File: config.mk
export PLATFORM = sky130hd
export DESIGN_NAME = daq_frame_ctrl
export DESIGN_NICKNAME = d
export VERILOG_FILES = /design/src/rtl/daq_frame_ctrl.sv
export SDC_FILE = /design/constraint.sdc
export NUM_CORES = 1
export LEC_CHECK = 0
export BUFFER_PORTS_ARGS = -buffer_cell sky130_fd_sc_hd__clkbuf_2
export CAP_MARGIN = 10
export CORE_ASPECT_RATIO = 1.25
export CORE_UTILIZATION = 60
export CTS_BUF_LIST = sky130_fd_sc_hd__clkbuf_4 sky130_fd_sc_hd__clkbuf_8 sky130_fd_sc_hd__clkbuf_16
export CTS_CLUSTER_SIZE = 24
export DETAILED_ROUTE_END_ITERATION = 12
export GPL_TIMING_DRIVEN = 0
export HOLD_SLACK_MARGIN = 0.1
export MAX_ROUTING_LAYER = met4
export PLACE_DENSITY = 0.83
export REMOVE_ABC_BUFFERS = 1
export SYNTH_ARGS = -nofsm -noshare
export SYNTH_HDL_FRONTEND = slang
export SYNTH_SLANG_ARGS = --single-unit
File: constraint.sdc
create_clock -name bus_clk -period 6.4 [get_ports bus_clk]
set_input_delay 0 -clock bus_clk [delete_from_list [all_inputs] [get_ports bus_clk]]
set_output_delay 0 -clock bus_clk [all_outputs]
set_load 0.05 [all_outputs]
File: src/rtl/daq_frame_ctrl.sv
// DAQ line framer: header, payload, tailer into the host read FIFO. DAQ_CHECKSUM_EN puts a payload XOR in the tailer.
// Latency: a START edge moves IDLE to HDR at the next clock, and the header write follows in that cycle. Words are then written back to back.
// Backpressure: fifo_full freezes the state, the counters and fifo_din. A RESET command or fifo_open dropping aborts the line.
module daq_frame_ctrl #(
  parameter int          WORDS_PER_LINE  = 24,
  parameter int          LINES_PER_FRAME = 16,
  parameter logic [7:0]  CMD_START       = 8'hFF,
  parameter logic [7:0]  CMD_RESET       = 8'hC0,
  parameter logic [7:0]  CMD_CLOSE       = 8'hC7
) (
  input  logic        bus_clk,
  input  logic        bus_rst_n,
  input  logic [7:0]  cfg_byte,
  input  logic        fifo_open,
  input  logic        fifo_full,
  output logic [31:0] fifo_din,
  output logic        fifo_wr_en,
  output logic        daq_running,
  output logic        frame_done,
  output logic [15:0] line_idx,
  output logic [15:0] frame_cnt
);

  typedef enum logic [1:0] {IDLE, HDR, PAY, TAIL} state_t;

  localparam logic [7:0]  LAST_WORD = 8'(WORDS_PER_LINE - 1);
  localparam logic [15:0] LAST_LINE = 16'(LINES_PER_FRAME - 1);

  state_t      state, state_nxt;
  logic [7:0]  cfg_q;
  logic [31:0] pay_cnt;
  logic [7:0]  word_idx;
  logic        close_pending;
  logic        cfg_chg, cmd_start, cmd_reset, cmd_close;
  logic        running, abort, last_word, last_line, close_now;
  logic [23:0] tail_low24;

  // A command counts only when the host writes a new value into the register.
  assign cfg_chg   = (cfg_byte != cfg_q);
  assign cmd_start = cfg_chg && (cfg_byte == CMD_START);
  assign cmd_reset = cfg_chg && (cfg_byte == CMD_RESET);
  assign cmd_close = cfg_chg && (cfg_byte == CMD_CLOSE);

  assign running   = (state != IDLE);
  assign abort     = cmd_reset || (running && !fifo_open);
  assign last_word = (word_idx == LAST_WORD);
  assign last_line = (line_idx == LAST_LINE);
  assign close_now = close_pending || cmd_close;

  assign daq_running = running;

`ifdef DAQ_CHECKSUM_EN
  logic [23:0] csum;

  always_ff @(posedge bus_clk) begin
    if (!bus_rst_n || abort || state == HDR) begin
      csum <= 24'h0;
    end else if (state == PAY && !fifo_full) begin
      csum <= csum ^ pay_cnt[23:0];
    end
  end

  assign tail_low24 = csum;
`else
  assign tail_low24 = {8'h00, line_idx};
`endif

  always_comb begin
    state_nxt = state;
    if (abort) begin
      state_nxt = IDLE;
    end else begin
      case (state)
        IDLE: if (cmd_start && fifo_open) state_nxt = HDR;
        HDR:  if (!fifo_full) state_nxt = PAY;
        PAY:  if (!fifo_full && last_word) state_nxt = TAIL;
        TAIL: if (!fifo_full) state_nxt = close_now ? IDLE : HDR;
        default: state_nxt = IDLE;
      endcase
    end
  end

  always_comb begin
    fifo_din   = 32'h0;
    fifo_wr_en = running && !fifo_full;
    case (state)
      HDR:     fifo_din = {8'hF0, 8'h00, line_idx};
      PAY:     fifo_din = pay_cnt;
      TAIL:    fifo_din = {8'hAA, tail_low24};
      default: fifo_din = 32'h0;
    endcase
  end

  always_ff @(posedge bus_clk) begin
    if (!bus_rst_n) begin
      state         <= IDLE;
      cfg_q         <= cfg_byte;
      pay_cnt       <= 32'h0;
      word_idx      <= 8'h0;
      line_idx      <= 16'h0;
      frame_cnt     <= 16'h0;
      close_pending <= 1'b0;
      frame_done    <= 1'b0;
    end else begin
      cfg_q      <= cfg_byte;
      state      <= state_nxt;
      frame_done <= 1'b0;
      if (abort) begin
        pay_cnt       <= 32'h0;
        word_idx      <= 8'h0;
        line_idx      <= 16'h0;
        frame_cnt     <= 16'h0;
        close_pending <= 1'b0;
      end else begin
        if (running && cmd_close) close_pending <= 1'b1;
        case (state)
          IDLE: begin
            if (cmd_start && fifo_open) begin
              pay_cnt       <= 32'h0;
              word_idx      <= 8'h0;
              line_idx      <= 16'h0;
              frame_cnt     <= 16'h0;
              close_pending <= 1'b0;
            end
          end
          HDR: begin
            if (!fifo_full) word_idx <= 8'h0;
          end
          PAY: begin
            if (!fifo_full) begin
              pay_cnt  <= pay_cnt + 32'h1;
              word_idx <= word_idx + 8'h1;
            end
          end
          TAIL: begin
            if (!fifo_full) begin
              if (last_line) begin
                line_idx   <= 16'h0;
                frame_cnt  <= frame_cnt + 16'h1;
                frame_done <= 1'b1;
              end else begin
                line_idx <= line_idx + 16'h1;
              end
              // The line that carried the close has finished, so the request is consumed here.
              if (close_now) close_pending <= 1'b0;
            end
          end
          default: ;
        endcase
      end
    end
  end

endmodule

==> impl_results.html <==
<table>
<tr><th>Metric</th><th>Value</th></tr>
<tr><th colspan="2">Outcome</th></tr>
<tr><td>Run status</td><td>finished, final reports clean</td></tr>
<tr><th colspan="2">Min path</th></tr>
<tr><td>Hold path start</td><td>fifo_full</td></tr>
<tr><td>Worst min-delay path endpoint</td><td>frame_done</td></tr>
<tr><td>Number of cells on the worst hold path</td><td>2</td></tr>
<tr><td>Class of the tightest hold or removal check</td><td>in -&gt; reg</td></tr>
<tr><th colspan="2">Setup path</th></tr>
<tr><td>Critical Path AT</td><td>3.63 ns</td></tr>
<tr><td>Startpoint class of the critical path</td><td>primary input</td></tr>
<tr><td>WS Path Type</td><td>in -&gt; reg</td></tr>
<tr><td>Worst flop-to-flop path endpoint</td><td>pay_cnt[14]</td></tr>
<tr><td>Source of the critical timing path</td><td>cfg_byte[4]</td></tr>
<tr><td>Number of cell instances on the worst register-to-register path</td><td>8</td></tr>
<tr><td>WP data required</td><td>6.61 ns</td></tr>
<tr><td>Crit-path max cell delay</td><td>1.05 ns</td></tr>
<tr><td>Reg2Reg Setup Slack</td><td>3.00 ns</td></tr>
<tr><td>CP Capture Type</td><td>flop</td></tr>
<tr><td>CP cell instances</td><td>dlygate4sd3_1 &gt; clkbuf_2 &gt; xnor2_1 &gt; nand4_1 &gt; o211ai_4 &gt; nand2_2 &gt; nor4_1</td></tr>
<tr><td>Combined buffer and inverter count along the critical path</td><td>2</td></tr>
<tr><td>Gate family responsible for the most delay along the worst path</td><td>simple AND/OR/NAND/NOR gates</td></tr>
<tr><td>Worst-path maximum fanout</td><td>28</td></tr>
<tr><td>Crit path max-delay cell type</td><td>o211ai_4</td></tr>
<tr><td>Reg-to-Reg Start</td><td>state[1]</td></tr>
<tr><th colspan="2">Pwr</th></tr>
<tr><td>Total leakage power</td><td>2.203 nW</td></tr>
<tr><td>Maximum resistive drop on vdd</td><td>0.1755 mV</td></tr>
<tr><td>Power per unit of standard cell area</td><td>173.3 nW/um^2</td></tr>
<tr><th colspan="2">Job</th></tr>
<tr><td>Max-cap violation count</td><td>0</td></tr>
<tr><th colspan="2">Drt</th></tr>
<tr><td>Wirelength per Cell</td><td>18.37 um</td></tr>
<tr><td>Count of routing violations after the opening detailed-route iteration</td><td>569</td></tr>
<tr><td>Detailed Route WL</td><td>16.29 mm</td></tr>
<tr><td>Residual antenna-violating net count after detailed routing</td><td>0</td></tr>
<tr><td>Remaining design rule violation count</td><td>0</td></tr>
<tr><td>Number of vias per cell after detailed routing</td><td>6.822</td></tr>
<tr><td>DR vias</td><td>6051</td></tr>
<tr><td>Pre-Repair DR Iteration Count</td><td>7</td></tr>
<tr><th colspan="2">Final layout</th></tr>
<tr><td>Combined area of the multi-input logic cells</td><td>3746 sq um</td></tr>
<tr><td>Layout overhead on the synthesized area</td><td>13.15%</td></tr>
<tr><td>Register Area</td><td>1682 sq um</td></tr>
<tr><td>Antenna fix cells</td><td>0</td></tr>
<tr><td>Layout fillers</td><td>696</td></tr>
<tr><td>Post-layout util</td><td>70.76%</td></tr>
<tr><td>Area of all placed cells without fillers</td><td>6526 sq um</td></tr>
<tr><td># nets final</td><td>779</td></tr>
<tr><td>Layout cells sized above 1</td><td>17.15%</td></tr>
<tr><th colspan="2">Logic synthesis</th></tr>
<tr><td>Xor/xnor cell area share of the yosys netlist</td><td>1.215%</td></tr>
<tr><td>Top cells by instance count after synthesis</td><td>105 x nand3_1, 84 x dfxtp_1, 48 x a21oi_1, 48 x nor2_1</td></tr>
<tr><td>Average size of a mapped cell</td><td>8.000 sq um</td></tr>
<tr><td>Portion of synthesized cell area occupied by the leading cell type</td><td>29.15%</td></tr>
<tr><td>Combinational family with the most area after synthesis</td><td>simple AND/OR/NAND/NOR gates</td></tr>
<tr><td>Synthesized-area fraction occupied by ao, oa, aoi and oai cells</td><td>21.74%</td></tr>
<tr><td>Number of instances in the synthesized netlist</td><td>721</td></tr>
<tr><td>Number of flip-flops and latches in the synthesized netlist</td><td>84</td></tr>
<tr><td>Synth Warn #</td><td>0</td></tr>
<tr><td>Primary FF master, synth</td><td>dfxtp_1</td></tr>
<tr><td>Most frequent cell after synthesis</td><td>nand3_1</td></tr>
<tr><td>Dominant cell type by area after synthesis</td><td>dfxtp_1</td></tr>
<tr><td>Netlist cell types</td><td>66</td></tr>
<tr><td>Portion of netlist area occupied by mux cells</td><td>7.462%</td></tr>
<tr><td>Proportion of synthesized chip area in sequential cells</td><td>29.15%</td></tr>
<tr><td>Synthesized-area fraction occupied by and/or/nand/nor cells</td><td>32.43%</td></tr>
<tr><td>Number of flops mapped to enable cells by yosys</td><td>0</td></tr>
<tr><td>Fraction of registers with async set/reset</td><td>0%</td></tr>
<tr><td>Area contributors post-synth</td><td>dfxtp_1 29%, nand3_1 9.1%, mux2i_1 7.5%, nand3b_1 5.2%, a21oi_1 4.2%</td></tr>
<tr><td>Adder-Cell Fraction of Synth Area</td><td>1.735%</td></tr>
<tr><td>Syn Std Cell Area</td><td>5768 sq um</td></tr>
<tr><th colspan="2">Clock tree</th></tr>
<tr><td>Number of clock sinks</td><td>84</td></tr>
<tr><td>Root Driver</td><td>clkbuf_16</td></tr>
<tr><td>Clk Latency, worst-skew pair</td><td>0.35 ns</td></tr>
<tr><td>Number of H-tree branching levels</td><td>3</td></tr>
<tr><td>Buffers inserted during post-CTS setup optimization</td><td>0</td></tr>
<tr><td>Clock Tree Buf Depth</td><td>2</td></tr>
<tr><td>CTS tree</td><td>done</td></tr>
<tr><td>Number of buffers created by CTS</td><td>9</td></tr>
<tr><td>Clk slew on worst S/H paths</td><td>0.06 ns</td></tr>
<tr><th colspan="2">STA</th></tr>
<tr><td>Fmax</td><td>292.0 MHz</td></tr>
<tr><td>Unrepaired setup endpoints after global routing</td><td>false</td></tr>
<tr><td>Worst Hold Slack</td><td>0.1542 ns</td></tr>
<tr><td>Max transition margin</td><td>18.96%</td></tr>
<tr><td>Count of final hold-check violations</td><td>0</td></tr>
<tr><td>Setup violations, final</td><td>0</td></tr>
<tr><td>Clock skew</td><td>0.01011 ns</td></tr>
<tr><td>Number of max-slew violations in the final report</td><td>0</td></tr>
<tr><td>Final cycle utilization of the critical path</td><td>53.51%</td></tr>
<tr><td>Final setup margin</td><td>2.975 ns</td></tr>
<tr><td>Transition time of the tightest slew-check pin</td><td>1.216 ns</td></tr>
<tr><td>Shortest clock period the worst path allows after layout</td><td>3.425 ns</td></tr>
<tr><td>Post-route setup TNS</td><td>0 ns</td></tr>
<tr><th colspan="2">Place</th></tr>
<tr><td>HPWL Detailed</td><td>10.71 mm</td></tr>
<tr><td>Number of port buffers</td><td>78</td></tr>
<tr><td>Standard cell area after detailed placement</td><td>6138 sq um</td></tr>
<tr><td>Placer's final routability congestion estimate</td><td>0.8995</td></tr>
<tr><td>Post-placement setup slack</td><td>3.058 ns</td></tr>
<tr><th colspan="2">Global route</th></tr>
<tr><td>Via count of the first global-routing pass</td><td>5556</td></tr>
<tr><td>Maximum number of pins on one net before global-route repair</td><td>83</td></tr>
<tr><td>Wire length of the first global-routing pass</td><td>26.85 mm</td></tr>
<tr><td>Initial antenna violation count</td><td>0</td></tr>
<tr><td>Global-route usage over all layers</td><td>34.98%</td></tr>
<tr><td>Overflow left after global routing</td><td>0</td></tr>
<tr><th colspan="2">Floorplanning</th></tr>
<tr><td>FP Rows</td><td>39</td></tr>
<tr><td>Die area</td><td>10010 sq um</td></tr>
<tr><td>Overall die width</td><td>89.70 um</td></tr>
<tr><td># IOs</td><td>79</td></tr>
<tr><td>Floorplan core area</td><td>9223 sq um</td></tr>
<tr><td>Initial Utilization</td><td>62.54%</td></tr>
<tr><td>Die H</td><td>111.6 um</td></tr>
</table>
cells by family after synthesis:
family | after synthesis
compound gates | 167
xor+xnor | 8
fa+ha+maj | 8
buf+inv | 77
flops | 84
mux | 43
simple gates | 334
registers in the layout, indices dropped and copies added, names as in the netlist:
signal         cells
cfg_q              8
close_pending      1
frame_cnt         16
frame_done         1
line_idx          16
pay_cnt           32
state              2
word_idx           8
worst max-delay path by stage:
stage                   endpoint  slack [ns]  cells past startpoint
finish                frame_done        2.98                      7
floorplan           line_idx[10]        1.56                      5
global placement      frame_done       -0.52                      5
detailed placement    frame_done        3.06                      5
global route         line_idx[3]        2.74                      7
CTS                   frame_done        3.06                      7
power by group:
part	switching [mW]	total (mW)	internal (mW)
Combinational	0.0385	0.0570	0.0186
Clock	0.220	0.547	0.327
Sequential	0.00133	0.527	0.525
routing by layer:
layer | global-route usage (%) | wire length [um] | vias up
met4 | 17.57 | 639 | 0
li1 | - | - | 2826
met2 | 54.24 | 8054 | 304
met3 | 5.041 | 1085 | 64
met5 | - | 0 | -
met1 | 43.63 | 6515 | 2857
worst reg2reg max path, cell delays in order, from the launching register on:
cell	delay, ns
dfxtp_1	0.40
inv_1	0.21
ha_2	0.56
inv_1	0.50
nor4_1	0.57
o221ai_4	0.42
buf_16	0.32
nand3b_1	0.16
mux2i_1	0.11
cells in the final DEF (no fill, tap or decap), types with 3 or more instances in the layout:
| cell type | Yosys | final |
|---|---|---|
| nand4_1 | 21 | 21 |
| nor2_1 | 48 | 48 |
| nand4b_1 | 8 | 8 |
| a31oi_1 | 6 | 6 |
| or3_1 | 3 | 3 |
| dlygate4sd3_1 | 0 | 8 |
| clkbuf_2 | 2 | 78 |
| nand2_1 | 43 | 43 |
| and4_1 | 4 | 4 |
| o22ai_1 | 10 | 10 |
| buf_16 | 0 | 3 |
| mux2i_1 | 43 | 43 |
| inv_1 | 13 | 13 |
| a211oi_1 | 26 | 26 |
| nand3b_1 | 40 | 40 |
| o21a_1 | 4 | 3 |
| and3_1 | 15 | 15 |
| and2_1 | 7 | 7 |
| a22oi_1 | 17 | 17 |
| a21o_1 | 5 | 5 |
| nor3_1 | 8 | 8 |
| dfxtp_1 | 84 | 84 |
| xnor2_1 | 8 | 8 |
| nand3_1 | 105 | 105 |
| ha_1 | 8 | 7 |
| o32ai_1 | 4 | 4 |
| clkbuf_16 | 0 | 9 |
| o2111ai_1 | 10 | 10 |
| or4_1 | 3 | 3 |
| a21oi_1 | 48 | 48 |
| o211ai_1 | 5 | 5 |
| nor3_2 | 3 | 3 |
| nor4_1 | 11 | 11 |
| o21ai_0 | 7 | 7 |
layout make-up:
cell class,count,area share [%]
clock buffer,12,3.988
multi-input combinational,560,57.40
clock inverter,4,0.7285
timing repair buffer,91,9.011
sequential,84,25.77
inverter,13,0.7477
tap,123,2.358
what timing repair did:
item / in CTS / in global routing
endpoints found under the hold margin: 8 / 0
resized for setup: 0 / 0
setup endpoints to repair: 0 / 0
hold buffers: 8 / 0
per-stage QoR:
stage / total power, mW / std cells
global placement: 0.5857 / 858
floorplan: 0.5703 / 657
global route: 1.154 / 887
detailed placement: 0.5896 / 863
finish: 1.131 / 887
CTS: 1.131 / 887
Power figures use the tool's default switching activity.
